--- src/rtl/run_harness.sv ---
// Run controller: clears data memory, loads LFSR messages, launches the core and times it to halt.
// All outputs registered, one state per cycle; no backpressure, go is honoured only when not busy.
module run_harness #(
  parameter int          MSG_W          = 11,
  parameter int          MSG_COUNT      = 15,
  parameter int          DATA_W         = 8,
  parameter int          ADDR_W         = 8,
  parameter int          BASE_ADDR      = 0,
  parameter int          CLEAR_DEPTH    = 256,
  parameter int          TIMEOUT_CYCLES = 4096,
  parameter logic [15:0] SEED           = 16'hACE1
) (
  input  logic              CLK,
  input  logic              Reset,
  input  logic              go,
  input  logic              dut_halt,
  output logic              dut_start,
  output logic              mem_wr_en,
  output logic [ADDR_W-1:0] mem_addr,
  output logic [DATA_W-1:0] mem_wr_data,
  output logic              msg_valid,
  output logic [MSG_W-1:0]  msg_data,
  output logic              busy,
  output logic              done,
  output logic              timed_out,
  output logic [31:0]       cycle_count
);

  localparam logic [2:0] S_IDLE       = 3'd0;
  localparam logic [2:0] S_CLEAR      = 3'd1;
  localparam logic [2:0] S_LOAD_LO    = 3'd2;
  localparam logic [2:0] S_LOAD_HI    = 3'd3;
  localparam logic [2:0] S_START_HOLD = 3'd4;
  localparam logic [2:0] S_RUN        = 3'd5;
  localparam logic [2:0] S_DONE       = 3'd6;
  localparam logic [2:0] S_TIMEOUT    = 3'd7;

  localparam int                CNT_W      = ADDR_W + 1;
  localparam logic [15:0]       SEED_EFF   = (SEED == 16'h0000) ? 16'h0001 : SEED;
  localparam logic [CNT_W-1:0]  CLEAR_LAST = CNT_W'(CLEAR_DEPTH - 1);
  localparam logic [CNT_W-1:0]  MSG_LAST   = CNT_W'(MSG_COUNT - 1);
  localparam logic [ADDR_W-1:0] BASE       = ADDR_W'(BASE_ADDR);
  localparam logic [31:0]       TO_LIMIT   = 32'(TIMEOUT_CYCLES);

  if (!(MSG_W > DATA_W && MSG_W <= 2 * DATA_W && MSG_W <= 16)) begin : g_bad_msg_w
    $error("run_harness: MSG_W must satisfy DATA_W < MSG_W <= 2*DATA_W and fit the 16-bit LFSR");
  end
  if (BASE_ADDR + 2 * MSG_COUNT > 2 ** ADDR_W) begin : g_bad_base
    $error("run_harness: message block does not fit in the address space");
  end
  if (CLEAR_DEPTH > 2 ** ADDR_W) begin : g_bad_clear
    $error("run_harness: CLEAR_DEPTH exceeds the address space");
  end

  logic [2:0]        state, state_n;
  logic [15:0]       lfsr, lfsr_n, lfsr_adv;
  logic [CNT_W-1:0]  cnt, cnt_n;
  logic              wr_n, mv_n;
  logic [ADDR_W-1:0] addr_n;
  logic [DATA_W-1:0] data_n;
  logic [MSG_W-1:0]  md_n;
  logic [31:0]       cc_n;

  assign lfsr_adv = {1'b0, lfsr[15:1]} ^ (lfsr[0] ? 16'hB400 : 16'h0000);

  always_comb begin
    state_n = state;
    lfsr_n  = lfsr;
    cnt_n   = cnt;
    wr_n    = 1'b0;
    mv_n    = 1'b0;
    addr_n  = mem_addr;
    data_n  = mem_wr_data;
    md_n    = msg_data;
    cc_n    = cycle_count;
    case (state)
      S_IDLE, S_DONE, S_TIMEOUT: begin
        if (go) begin
          cc_n  = 32'd0;
          cnt_n = '0;
          wr_n  = 1'b1;
          if (CLEAR_DEPTH == 0) begin
            state_n = S_LOAD_LO;
            addr_n  = BASE;
            data_n  = lfsr[DATA_W-1:0];
            mv_n    = 1'b1;
            md_n    = lfsr[MSG_W-1:0];
          end else begin
            state_n = S_CLEAR;
            addr_n  = '0;
            data_n  = '0;
          end
        end
      end
      S_CLEAR: begin
        wr_n = 1'b1;
        if (cnt == CLEAR_LAST) begin
          state_n = S_LOAD_LO;
          cnt_n   = '0;
          addr_n  = BASE;
          data_n  = lfsr[DATA_W-1:0];
          mv_n    = 1'b1;
          md_n    = lfsr[MSG_W-1:0];
        end else begin
          cnt_n  = cnt + CNT_W'(1);
          addr_n = cnt_n[ADDR_W-1:0];
          data_n = '0;
        end
      end
      S_LOAD_LO: begin
        state_n = S_LOAD_HI;
        wr_n    = 1'b1;
        addr_n  = mem_addr + ADDR_W'(1);
        data_n  = DATA_W'(lfsr[MSG_W-1:DATA_W]);
      end
      S_LOAD_HI: begin
        // The next message's low byte is built from the already-advanced LFSR.
        lfsr_n = lfsr_adv;
        if (cnt == MSG_LAST) begin
          state_n = S_START_HOLD;
        end else begin
          state_n = S_LOAD_LO;
          cnt_n   = cnt + CNT_W'(1);
          wr_n    = 1'b1;
          addr_n  = mem_addr + ADDR_W'(1);
          data_n  = lfsr_adv[DATA_W-1:0];
          mv_n    = 1'b1;
          md_n    = lfsr_adv[MSG_W-1:0];
        end
      end
      S_START_HOLD: state_n = S_RUN;
      S_RUN: begin
        if (dut_halt) begin
          state_n = S_DONE;
        end else begin
          cc_n = cycle_count + 32'd1;
          if (cc_n == TO_LIMIT) state_n = S_TIMEOUT;
        end
      end
      default: state_n = S_IDLE;
    endcase
  end

  always_ff @(posedge CLK) begin
    if (Reset) begin
      state       <= S_IDLE;
      lfsr        <= SEED_EFF;
      cnt         <= '0;
      dut_start   <= 1'b1;
      mem_wr_en   <= 1'b0;
      mem_addr    <= '0;
      mem_wr_data <= '0;
      msg_valid   <= 1'b0;
      msg_data    <= '0;
      busy        <= 1'b0;
      done        <= 1'b0;
      timed_out   <= 1'b0;
      cycle_count <= 32'd0;
    end else begin
      state       <= state_n;
      lfsr        <= lfsr_n;
      cnt         <= cnt_n;
      dut_start   <= (state_n != S_RUN);
      mem_wr_en   <= wr_n;
      mem_addr    <= addr_n;
      mem_wr_data <= data_n;
      msg_valid   <= mv_n;
      msg_data    <= md_n;
      busy        <= (state_n == S_CLEAR) || (state_n == S_LOAD_LO) || (state_n == S_LOAD_HI) ||
                     (state_n == S_START_HOLD) || (state_n == S_RUN);
      done        <= (state_n == S_DONE);
      timed_out   <= (state_n == S_TIMEOUT);
      cycle_count <= cc_n;
    end
  end

endmodule

--- config.mk ---
export PLATFORM = sky130hd
export DESIGN_NAME = run_harness
export DESIGN_NICKNAME = d
export VERILOG_FILES = /design/src/rtl/run_harness.sv
export SDC_FILE = /design/constraint.sdc
export NUM_CORES = 1
export LEC_CHECK = 0
export CAP_MARGIN = 20
export CELL_PAD_IN_SITES_DETAIL_PLACEMENT = 0
export CELL_PAD_IN_SITES_GLOBAL_PLACEMENT = 2
export CORE_ASPECT_RATIO = 0.7
export CORE_MARGIN = 1
export CORE_UTILIZATION = 35
export DETAILED_ROUTE_END_ITERATION = 12
export HOLD_SLACK_MARGIN = 0.15
export MAX_ROUTING_LAYER = met4
export PLACE_DENSITY = 0.9
export SYNTH_ARGS = -nofsm -noshare
export SYNTH_HDL_FRONTEND = slang
export SYNTH_SLANG_ARGS = --single-unit
--- constraint.sdc ---
create_clock -name CLK -period 4.2 [get_ports CLK]
set_input_delay 0.42 -clock CLK [delete_from_list [all_inputs] [get_ports CLK]]
set_output_delay 0.42 -clock CLK [all_outputs]
set_load 0.02 [all_outputs]
==> results of run 1 <==
==> worst max-delay path, cell delays in order (launching register included) <==
cell	delay, ns
sky130_fd_sc_hd__dfxtp_1	0.53
sky130_fd_sc_hd__ha_1	0.34
sky130_fd_sc_hd__nand3_2	0.23
sky130_fd_sc_hd__nor4_2	0.89
sky130_fd_sc_hd__a21boi_0	0.20
sky130_fd_sc_hd__a211oi_1	0.31
sky130_fd_sc_hd__and4_1	0.25
sky130_fd_sc_hd__and2_1	0.16
sky130_fd_sc_hd__a211oi_1	0.08
==> sequential cells by signal, summed over array words and instances, names as in the netlist <==
name / cells
state: 3
mem_wr_data: 8
cnt: 9
timed_out: 1
cycle_count: 32
mem_wr_en: 1
mem_addr: 8
msg_valid: 1
busy: 1
lfsr: 16
done: 1
dut_start: 1
msg_data: 11
==> cell usage in the layout (no fill, tap or decap), types with 5 or more instances in the layout <==
master / count
sky130_fd_sc_hd__mux2i_1: 12
sky130_fd_sc_hd__or3_1: 5
sky130_fd_sc_hd__ha_1: 9
sky130_fd_sc_hd__xnor2_1: 17
sky130_fd_sc_hd__dfxtp_1: 93
sky130_fd_sc_hd__or4_1: 6
sky130_fd_sc_hd__nor3b_1: 8
sky130_fd_sc_hd__a311oi_1: 8
sky130_fd_sc_hd__and4_1: 8
sky130_fd_sc_hd__nand2b_1: 11
sky130_fd_sc_hd__a21oi_1: 52
sky130_fd_sc_hd__clkdlybuf4s50_1: 67
sky130_fd_sc_hd__nand2_1: 48
sky130_fd_sc_hd__and3_1: 8
sky130_fd_sc_hd__inv_1: 17
sky130_fd_sc_hd__buf_4: 5
sky130_fd_sc_hd__a211oi_1: 18
sky130_fd_sc_hd__nand3_1: 16
sky130_fd_sc_hd__o21ai_0: 42
sky130_fd_sc_hd__xor2_1: 6
sky130_fd_sc_hd__nand4_1: 19
sky130_fd_sc_hd__a22oi_1: 16
sky130_fd_sc_hd__a31oi_1: 8
sky130_fd_sc_hd__nor4_1: 10
sky130_fd_sc_hd__clkbuf_16: 9
sky130_fd_sc_hd__nand3b_1: 6
sky130_fd_sc_hd__and2_1: 5
sky130_fd_sc_hd__nor3_1: 13
sky130_fd_sc_hd__nor2_1: 100
==> where the power goes <==
| group | total [mW] | internal [mW] | switching, mW |
|---|---|---|---|
| Combinational | 0.0963 | 0.0294 | 0.0668 |
| Sequential | 0.895 | 0.887 | 0.00807 |
| Clock | 0.873 | 0.489 | 0.384 |
| Total | 1.86 | 1.40 | 0.459 |
==> layer usage <==
layer  share of wire [%]  wire (um)  track usage (%)
met2                  41       5740             29.1
met4                0.84        118             5.21
met3                 5.6        795             4.16
met5                   0          0                -
met1                  53       7470             28.6
==> cell type report <==
class                   count  area [sq um]  area share, %
repair buffers             73           713           11.6
well taps                 190           238           3.86
multi-input cells         500          2970           48.2
flip-flops and latches     93          1860           30.2
inverters                  17          63.8           1.04
clock buffers              10           239           3.88
clock inverters             6          75.1           1.22
==> synthesized netlist by cell type (10+ instances only) <==
cell	instances
sky130_fd_sc_hd__a22oi_1	16
sky130_fd_sc_hd__inv_1	17
sky130_fd_sc_hd__nand4_1	19
sky130_fd_sc_hd__mux2i_1	12
sky130_fd_sc_hd__o21ai_0	42
sky130_fd_sc_hd__nand2b_1	11
sky130_fd_sc_hd__a21oi_1	52
sky130_fd_sc_hd__nand2_1	48
sky130_fd_sc_hd__xnor2_1	17
sky130_fd_sc_hd__dfxtp_1	93
sky130_fd_sc_hd__a211oi_1	18
sky130_fd_sc_hd__nor3_1	13
sky130_fd_sc_hd__clkbuf_1	43
sky130_fd_sc_hd__nor4_1	10
sky130_fd_sc_hd__nand3_1	16
sky130_fd_sc_hd__nor2_1	101
==> logic make-up after synthesis <==
| kind of cell | after synthesis | synth area share (%) |
|---|---|---|
| mux | 13 | 2.58 |
| compound gates | 175 | 21.4 |
| xor+xnor | 23 | 3.96 |
| fa+ha+maj | 9 | 2.21 |
| flops | 93 | 36.6 |
| buf+inv | 66 | 4.99 |
| simple gates | 280 | 28.2 |
==> how the worst max path moves through the flow <==
stage,start,slack (ns),end,cells past startpoint
floorplan,cycle_count[0]$_SDFFE_PP0P_,1.59,busy$_SDFF_PP0_,8
global placement,cycle_count[1]$_SDFFE_PP0P_,1.22,busy$_SDFF_PP0_,8
detailed placement,cycle_count[0]$_SDFFE_PP0P_,1.13,busy$_SDFF_PP0_,8
CTS,cycle_count[0]$_SDFFE_PP0P_,1.08,busy$_SDFF_PP0_,8
global route,cycle_count[0]$_SDFFE_PP0P_,0.83,busy$_SDFF_PP0_,8
finish,cycle_count[0]$_SDFFE_PP0P_,1.07,busy$_SDFF_PP0_,8
==> flow_summary.html, run 1 <==
<table>
<tr><th>Metric</th><th>Value</th></tr>
<tr><th colspan="2">Floorplan</th></tr>
<tr><td>Die boundary height</td><td>roughly 100 um</td></tr>
<tr><td>Die Area</td><td>around 15,000 sq um</td></tr>
<tr><td>I/O pin cnt</td><td>between 60 and 70</td></tr>
<tr><td>Floorplan core area</td><td>between 10,000 and 15,000 sq um</td></tr>
<tr><td>Cell Rows</td><td>36</td></tr>
<tr><td>Die Width</td><td>146 um</td></tr>
<tr><td>Effective utilization at floorplan</td><td>36.2%</td></tr>
<tr><th colspan="2">Timing</th></tr>
<tr><td>Maximum achievable frequency</td><td>roughly 320 MHz</td></tr>
<tr><td>Total Negative Setup Slacks</td><td>0 ns</td></tr>
<tr><td>Minimum clock period after layout</td><td>3.13 ns</td></tr>
<tr><td>Final hold viol count</td><td>0</td></tr>
<tr><td>Post-route fraction of the period consumed by the critical path</td><td>roughly three quarters</td></tr>
<tr><td>Slew margin rel.</td><td>30.1%</td></tr>
<tr><td>Worst Hold Slack</td><td>0.463 ns</td></tr>
<tr><td>Transition time at the pin with the least slew margin</td><td>approximately 1.0 ns</td></tr>
<tr><td>Minimum setup slack in the final design</td><td>1.07 ns</td></tr>
<tr><td>Setup repair after global routing missed its margin</td><td>no</td></tr>
<tr><td>Skew final</td><td>around 0.0067 ns</td></tr>
<tr><td>Max-slew violation count</td><td>0</td></tr>
<tr><td>Total setup violations reported at the end of the flow</td><td>0</td></tr>
<tr><th colspan="2">Drt</th></tr>
<tr><td>Count of antenna-violating nets left after detailed routing</td><td>0</td></tr>
<tr><td>First-pass DRT Iterations</td><td>5</td></tr>
<tr><td>Vias after detailed routing</td><td>approximately 5,000</td></tr>
<tr><td>Iteration-0 DRC Markers</td><td>approximately 300</td></tr>
<tr><td>Drc violations</td><td>0</td></tr>
<tr><td>Total wire length</td><td>14.1 mm</td></tr>
<tr><td>Wire length per cell</td><td>15.9 um</td></tr>
<tr><td>Average via count per standard cell</td><td>around 5.6</td></tr>
<tr><th colspan="2">Status</th></tr>
<tr><td>Outcome</td><td>complete, no violations</td></tr>
<tr><th colspan="2">Placed design</th></tr>
<tr><td>Setup WS pre-CTS</td><td>between 1 and 1.5 ns</td></tr>
<tr><td>Port Buffer Count</td><td>68</td></tr>
<tr><td>Placed instance area</td><td>5850 sq um</td></tr>
<tr><td>Global placer's final weighted congestion</td><td>about 0.83</td></tr>
<tr><td>Detailed Place HPWL</td><td>around 9.7 mm</td></tr>
<tr><td>Number of placed cells counting well taps</td><td>just under 900</td></tr>
<tr><th colspan="2">Clock tree</th></tr>
<tr><td>Clock-pin slew of the registers on the worst-case setup and hold paths</td><td>~0.07 ns</td></tr>
<tr><td>H-tree depth</td><td>3</td></tr>
<tr><td>Number of hold buffers added after CTS</td><td>0</td></tr>
<tr><td>Clock tree from TritonCTS</td><td>built</td></tr>
<tr><td>Latest clock arrival within the worst-skew pair</td><td>between 0.3 and 0.4 ns</td></tr>
<tr><td>Cell at the root of the clock tree</td><td>sky130_fd_sc_hd__clkbuf_16</td></tr>
<tr><td>Largest buffer count on any clock path</td><td>2</td></tr>
<tr><td>Clk sink count</td><td>93</td></tr>
<tr><td>Number of buffers added by the clock tree synthesis step</td><td>9</td></tr>
<tr><td>Post-cts sizing count</td><td>0</td></tr>
<tr><td>Post-CTS repair timing setup buffer count</td><td>0</td></tr>
<tr><th colspan="2">Global routing</th></tr>
<tr><td>Remaining global-route overflow</td><td>0</td></tr>
<tr><td>Wire length of the first global-routing pass</td><td>23.3 mm</td></tr>
<tr><td>Total Routing Usage GR</td><td>just over 20%</td></tr>
<tr><td>Number of antenna violations at the first check in global routing</td><td>0</td></tr>
<tr><td>Number of global-route vias before repair</td><td>4,555</td></tr>
<tr><td>Largest net degree at the start of global routing</td><td>53</td></tr>
<tr><th colspan="2">Setup path</th></tr>
<tr><td>Register-to-register setup slack</td><td>1.07 ns</td></tr>
<tr><td>Startpoint-to-endpoint class of the critical path</td><td>flip-flop to flip-flop</td></tr>
<tr><td>Startpoint of the worst-slack reg-to-reg timing path</td><td>cycle_count[0]$_SDFFE_PP0P_</td></tr>
<tr><td>CP Data Arrival Time</td><td>~3.4 ns</td></tr>
<tr><td>Critical Path RT</td><td>4.42 ns</td></tr>
<tr><td>Maximum net fanout on the critical path</td><td>10</td></tr>
<tr><td>R2R Path End</td><td>busy$_SDFF_PP0_</td></tr>
<tr><td>Crit path launch type</td><td>flip-flop</td></tr>
<tr><td>Endpoint type of the worst setup path</td><td>flip-flop</td></tr>
<tr><td>Length in cells of the worst reg-to-reg path</td><td>8</td></tr>
<tr><th colspan="2">Hold path</th></tr>
<tr><td>Source of the worst hold timing path</td><td>lfsr[15]$_SDFFE_PP1P_</td></tr>
<tr><td>Worst min path class</td><td>flip-flop to flip-flop</td></tr>
<tr><td>Hold Path Cell Cnt</td><td>2</td></tr>
<tr><td>End point of the most critical hold path</td><td>lfsr[14]$_SDFFE_PP0P_</td></tr>
<tr><th colspan="2">Yosys</th></tr>
<tr><td>Number of synthesized flops with an enable pin</td><td>0</td></tr>
<tr><td>Yosys cell types</td><td>55</td></tr>
<tr><td>Number of nets in the synthesized netlist</td><td>672</td></tr>
<tr><td>Library cell with the largest summed area after synthesis</td><td>sky130_fd_sc_hd__dfxtp_1</td></tr>
<tr><td>Most used flip-flop cell after synthesis</td><td>sky130_fd_sc_hd__dfxtp_1</td></tr>
<tr><td>Share of synthesized area occupied by flip-flops and latches</td><td>a little over a third</td></tr>
<tr><td>Fraction of synthesized cell area taken by the top area cell type</td><td>approximately 37%</td></tr>
<tr><td>Warnings, synthesis</td><td>0</td></tr>
<tr><td>Avg Inst Size Synth</td><td>about 7.7 sq um</td></tr>
<tr><td>Flops &amp; latches, synth</td><td>93</td></tr>
<tr><td>Share of flip-flops with an asynchronous set or reset</td><td>0%</td></tr>
<tr><td>Combined area of all synthesized cells</td><td>5090 sq um</td></tr>
<tr><td>Leading cell types by total area after synthesis</td><td>sky130_fd_sc_hd__dfxtp_1 (37%), sky130_fd_sc_hd__nor2_1 (7.5%), sky130_fd_sc_hd__a21oi_1 (5.1%)</td></tr>
<tr><td>Cell count after synthesis</td><td>659</td></tr>
<tr><th colspan="2">Finish</th></tr>
<tr><td>Finished Cell Area</td><td>approximately 6000 sq um</td></tr>
<tr><td>Fill cell total of the finished layout</td><td>roughly 1,400</td></tr>
<tr><td>Fraction of final layout cells with drive strength greater than 1</td><td>around 4.9%</td></tr>
<tr><td>Area growth, synth to finish</td><td>21.2%</td></tr>
<tr><td>Number of non-filler instances in the completed layout</td><td>a little under 900</td></tr>
<tr><td>Final Util</td><td>43.9%</td></tr>
<tr><td>Number of nets in the layout</td><td>707</td></tr>
<tr><td>Count of antenna diodes in the layout</td><td>0</td></tr>
<tr><th colspan="2">Power</th></tr>
<tr><td>Power, Total</td><td>1.86 mW</td></tr>
<tr><td>Largest vdd supply drop</td><td>198 uV</td></tr>
<tr><td>Leakage Power</td><td>2.01 nW</td></tr>
<tr><td>PD cells</td><td>~300 nW/um^2</td></tr>
<tr><th colspan="2">Run</th></tr>
<tr><td>Maximum capacitance violations</td><td>0</td></tr>
</table>
Power figures use the tool's default switching activity.
==> run 2: changes to the inputs <==
- CORE_UTILIZATION: 35 -> 29
- PLACE_DENSITY: 0.9 -> 0.8
- clock period: 4.2 -> 2.6 ns (I/O delays scaled with it)
==> run 2 against run 1 <==
- first-iteration DRC count up 24%
- highest routed layer unchanged
- register-to-register slack worse by 0.91 ns
- cell count up 11%
- fmax increased by 28%
- combinational power grew 87%
- sequential cell count unchanged
- sequential power increased by 61%
- non-clock buffer count increased by 55
- setup slack got worse by 0.91 ns
- die area up 20%
- critical path depth is 1 lower
==> flow_summary.html, run 2 (same netlist as run 1, synthesis figures left out) <==
<table>
<tr><th>Metric</th><th>Value</th></tr>
<tr><th colspan="2">Clock tree</th></tr>
<tr><td>Clock-pin slew of the registers on the worst-case setup and hold paths</td><td>0.07 ns (about the same)</td></tr>
<tr><td>Cell at the root of the clock tree</td><td>sky130_fd_sc_hd__clkbuf_16</td></tr>
<tr><td>Number of buffers added by the clock tree synthesis step</td><td>9 (unchanged)</td></tr>
<tr><td>H-tree depth</td><td>3 (unchanged)</td></tr>
<tr><td>Clock tree from TritonCTS</td><td>built</td></tr>
<tr><td>Number of hold buffers added after CTS</td><td>0 (unchanged)</td></tr>
<tr><td>Largest buffer count on any clock path</td><td>2 (unchanged)</td></tr>
<tr><td>Latest clock arrival within the worst-skew pair</td><td>0.36 ns (about the same)</td></tr>
<tr><td>Clk sink count</td><td>93 (unchanged)</td></tr>
<tr><th colspan="2">Run</th></tr>
<tr><td>Maximum capacitance violations</td><td>0 (unchanged)</td></tr>
<tr><th colspan="2">Finish</th></tr>
<tr><td>Number of nets in the layout</td><td>762 (+7.8%)</td></tr>
<tr><td>Fill cell total of the finished layout</td><td>1,756 (+24%)</td></tr>
<tr><td>Count of antenna diodes in the layout</td><td>0 (unchanged)</td></tr>
<tr><td>Largest regs</td><td>cycle_count: 32 flops, lfsr: 16 flops, msg_data: 11 flops</td></tr>
<tr><td>Most common library cell in the layout ignoring fill and taps</td><td>sky130_fd_sc_hd__nor2_1</td></tr>
<tr><td>Flip-flop count of the largest register after layout</td><td>32 (unchanged)</td></tr>
<tr><td>Finished Cell Area</td><td>6620 sq um (+7.4%)</td></tr>
<tr><td>Register bank with the most flops</td><td>cycle_count</td></tr>
<tr><td>Seq. cell area</td><td>1870 sq um (+0.20%)</td></tr>
<tr><td>Fraction of final layout cells with drive strength greater than 1</td><td>12.6% (+7.7 points)</td></tr>
<tr><td>Area growth, synth to finish</td><td>30.2%</td></tr>
<tr><td>Most used cells in the layout excluding fill and tap cells</td><td>sky130_fd_sc_hd__nor2_1 (101), sky130_fd_sc_hd__dfxtp_1 (90), sky130_fd_sc_hd__clkdlybuf4s50_1 (67)</td></tr>
<tr><td>Area taken by multi-input logic gates</td><td>2990 sq um (+0.46%)</td></tr>
<tr><th colspan="2">Power</th></tr>
<tr><td>Power share of the sequential group</td><td>49.1% (+1.1 points)</td></tr>
<tr><td>Leakage Power</td><td>2.29 nW (+14%)</td></tr>
<tr><td>Largest vdd supply drop</td><td>246 uV (+24%)</td></tr>
<tr><td>PD cells</td><td>444 nW/um^2 (+47%)</td></tr>
<tr><td>Switching share of total power</td><td>25.6% (+0.97 points)</td></tr>
<tr><td>Power Internal</td><td>2.19 mW (+56%)</td></tr>
<tr><td>Combinational fraction of design power</td><td>6.1% (+0.9 points)</td></tr>
<tr><td>Total net switching power</td><td>0.752 mW (+64%)</td></tr>
<tr><td>Clock network fraction of total power</td><td>44.7% (-2.1 points)</td></tr>
<tr><td>Power, Total</td><td>2.94 mW (+58%)</td></tr>
<tr><th colspan="2">Placed design</th></tr>
<tr><td>Global placer's final weighted congestion</td><td>0.878 (+6.0%)</td></tr>
<tr><td>Placed instance area</td><td>6310 sq um (+7.9%)</td></tr>
<tr><td>Port Buffer Count</td><td>68 (unchanged)</td></tr>
<tr><td>Detailed Place HPWL</td><td>11.3 mm (+17%)</td></tr>
<tr><th colspan="2">Timing</th></tr>
<tr><td>Final hold viol count</td><td>0 (unchanged)</td></tr>
<tr><td>Total setup violations reported at the end of the flow</td><td>0 (unchanged)</td></tr>
<tr><td>Setup repair after global routing missed its margin</td><td>no</td></tr>
<tr><td>Minimum clock period after layout</td><td>2.45 ns (-0.687 ns)</td></tr>
<tr><td>Skew final</td><td>0.00970 ns (+0.00305 ns)</td></tr>
<tr><td>Worst Hold Slack</td><td>0.379 ns (-0.0839 ns)</td></tr>
<tr><td>Max-slew violation count</td><td>0 (unchanged)</td></tr>
<tr><td>Slew margin rel.</td><td>54.7% (+25 points)</td></tr>
<tr><td>Total Negative Setup Slacks</td><td>0 ns (unchanged)</td></tr>
<tr><td>Maximum achievable frequency</td><td>409 MHz (+28%)</td></tr>
<tr><td>Transition time at the pin with the least slew margin</td><td>0.679 ns (-0.369 ns)</td></tr>
<tr><td>Post-route fraction of the period consumed by the critical path</td><td>94.1% (+20 points)</td></tr>
<tr><th colspan="2">Global routing</th></tr>
<tr><td>Number of antenna violations at the first check in global routing</td><td>0 (unchanged)</td></tr>
<tr><td>Remaining global-route overflow</td><td>0 (unchanged)</td></tr>
<tr><td>Number of global-route vias before repair</td><td>4,795 (+5.3%)</td></tr>
<tr><td>Largest net degree at the start of global routing</td><td>34 (-36%)</td></tr>
<tr><td>Wire length of the first global-routing pass</td><td>25.4 mm (+9.0%)</td></tr>
<tr><td>Total Routing Usage GR</td><td>18.3% (-1.9 points)</td></tr>
<tr><th colspan="2">Setup path</th></tr>
<tr><td>Crit path launch type</td><td>flip-flop</td></tr>
<tr><td>Critical Path RT</td><td>2.82 ns (-1.60 ns)</td></tr>
<tr><td>Startpoint-to-endpoint class of the critical path</td><td>flip-flop to flip-flop</td></tr>
<tr><td>Maximum net fanout on the critical path</td><td>6 (-4)</td></tr>
<tr><td>CP Data Arrival Time</td><td>2.67 ns (-0.68 ns)</td></tr>
<tr><td>Endpoint type of the worst setup path</td><td>flip-flop</td></tr>
<tr><th colspan="2">Drt</th></tr>
<tr><td>Count of antenna-violating nets left after detailed routing</td><td>0 (unchanged)</td></tr>
<tr><td>First-pass DRT Iterations</td><td>5 (unchanged)</td></tr>
<tr><td>Wire length per cell</td><td>16.0 um (+0.51%)</td></tr>
<tr><td>Total wire length</td><td>15.7 mm (+11%)</td></tr>
<tr><td>Average via count per standard cell</td><td>5.24 (-6.8%)</td></tr>
<tr><td>Drc violations</td><td>0 (unchanged)</td></tr>
<tr><td>Vias after detailed routing</td><td>5,159 (+3.3%)</td></tr>
<tr><td>Iteration-0 DRC Markers</td><td>363 (+24%)</td></tr>
<tr><th colspan="2">Floorplan</th></tr>
<tr><td>I/O pin cnt</td><td>69 (unchanged)</td></tr>
<tr><td>Die boundary height</td><td>113 um (+9.7%)</td></tr>
<tr><td>Die Area</td><td>18,100 sq um (+20%)</td></tr>
<tr><td>Cell Rows</td><td>40 (+11%)</td></tr>
<tr><td>Die Width</td><td>160 um (+9.7%)</td></tr>
<tr><td>Effective utilization at floorplan</td><td>29.6% (-6.6 points)</td></tr>
<tr><td>Floorplan core area</td><td>17,200 sq um (+22%)</td></tr>
<tr><th colspan="2">Status</th></tr>
<tr><td>Outcome</td><td>complete, no violations</td></tr>
<tr><th colspan="2">Hold path</th></tr>
<tr><td>Worst min path class</td><td>input pin to flip-flop</td></tr>
</table>
==> run 2: cell types whose count changed in the layout (fill, tap and decap cells not counted), sizes merged <==
cell	change
buf	+55
bufinv	-1
clkinv	+1
==> run 2: layout make-up <==
cell class | instances | share of cell area (%)
inverters | 17 | 0.964
well taps | 231 | 4.36
clock inverters | 6 | 0.775
repair buffers | 128 | 17.0
flip-flops and latches | 93 | 28.2
multi-input cells | 500 | 45.1
clock buffers | 10 | 3.61
==> run 2: worst max-delay path: stages (launching register included) <==
cell and delay (ns):
sky130_fd_sc_hd__dfxtp_1 0.34, sky130_fd_sc_hd__nand3_1 0.23, sky130_fd_sc_hd__or4_4 0.58, sky130_fd_sc_hd__or4_1 0.49
sky130_fd_sc_hd__a22oi_1 0.19, sky130_fd_sc_hd__and4_1 0.25, sky130_fd_sc_hd__and2_1 0.16, sky130_fd_sc_hd__a211oi_1 0.07
==> run 2: worst paths after layout <==
kind / slack [ns] / from / end / cells after the start
setup / recovery: 0.15 / cycle_count[10]$_SDFFE_PP0P_ / busy$_SDFF_PP0_ / 7
hold / removal: 0.38 / Reset / cycle_count[0]$_SDFFE_PP0P_ / 2
setup reg to reg: 0.15 / cycle_count[10]$_SDFFE_PP0P_ / busy$_SDFF_PP0_ / 7
hold reg to reg: 0.46 / lfsr[15]$_SDFFE_PP1P_ / lfsr[14]$_SDFFE_PP0P_ / 2
==> run 2: what timing repair did <==
| item | in CTS | in global routing |
|---|---|---|
| gates resized for setup | 1 | 5 |
| gates cloned | 0 | 0 |
| setup buffers | 0 | 0 |
| setup endpoints to repair | 1 | 9 |
==> run 2: metrics by stage <==
stage	std cells	setup slack [ns]	util [%]
3_3_place_gp	969	0.121	36.8
4_1_cts	985	0.0622	38.5
2_1_floorplan	659	0.0421	-
3_5_place_dp	969	-0.0356	36.8
5_1_grt	985	0.00810	38.6
6_report	985	0.152	38.6
==> run 2: power groups by stage <==
stage | Combinational (mW) | Clock (mW) | Sequential (mW)
6_report | 0.180 | 1.31 | 1.44
5_1_grt | 0.198 | 1.43 | 1.45
4_1_cts | 0.179 | 1.36 | 1.44
3_5_place_dp | 0.179 | 0 | 1.48
2_1_floorplan | 0.102 | 0 | 1.48
3_3_place_gp | 0.175 | 0 | 1.48
==> run 2: routing by layer <==
layer | vias to the layer above | GRT usage (%) | routed length, um
li1 | 2570 | - | -
met4 | 0 | 4.89 | 166
met2 | 151 | 25.0 | 6290
met5 | - | - | 0
met1 | 2423 | 26.4 | 8360
met3 | 15 | 4.44 | 914
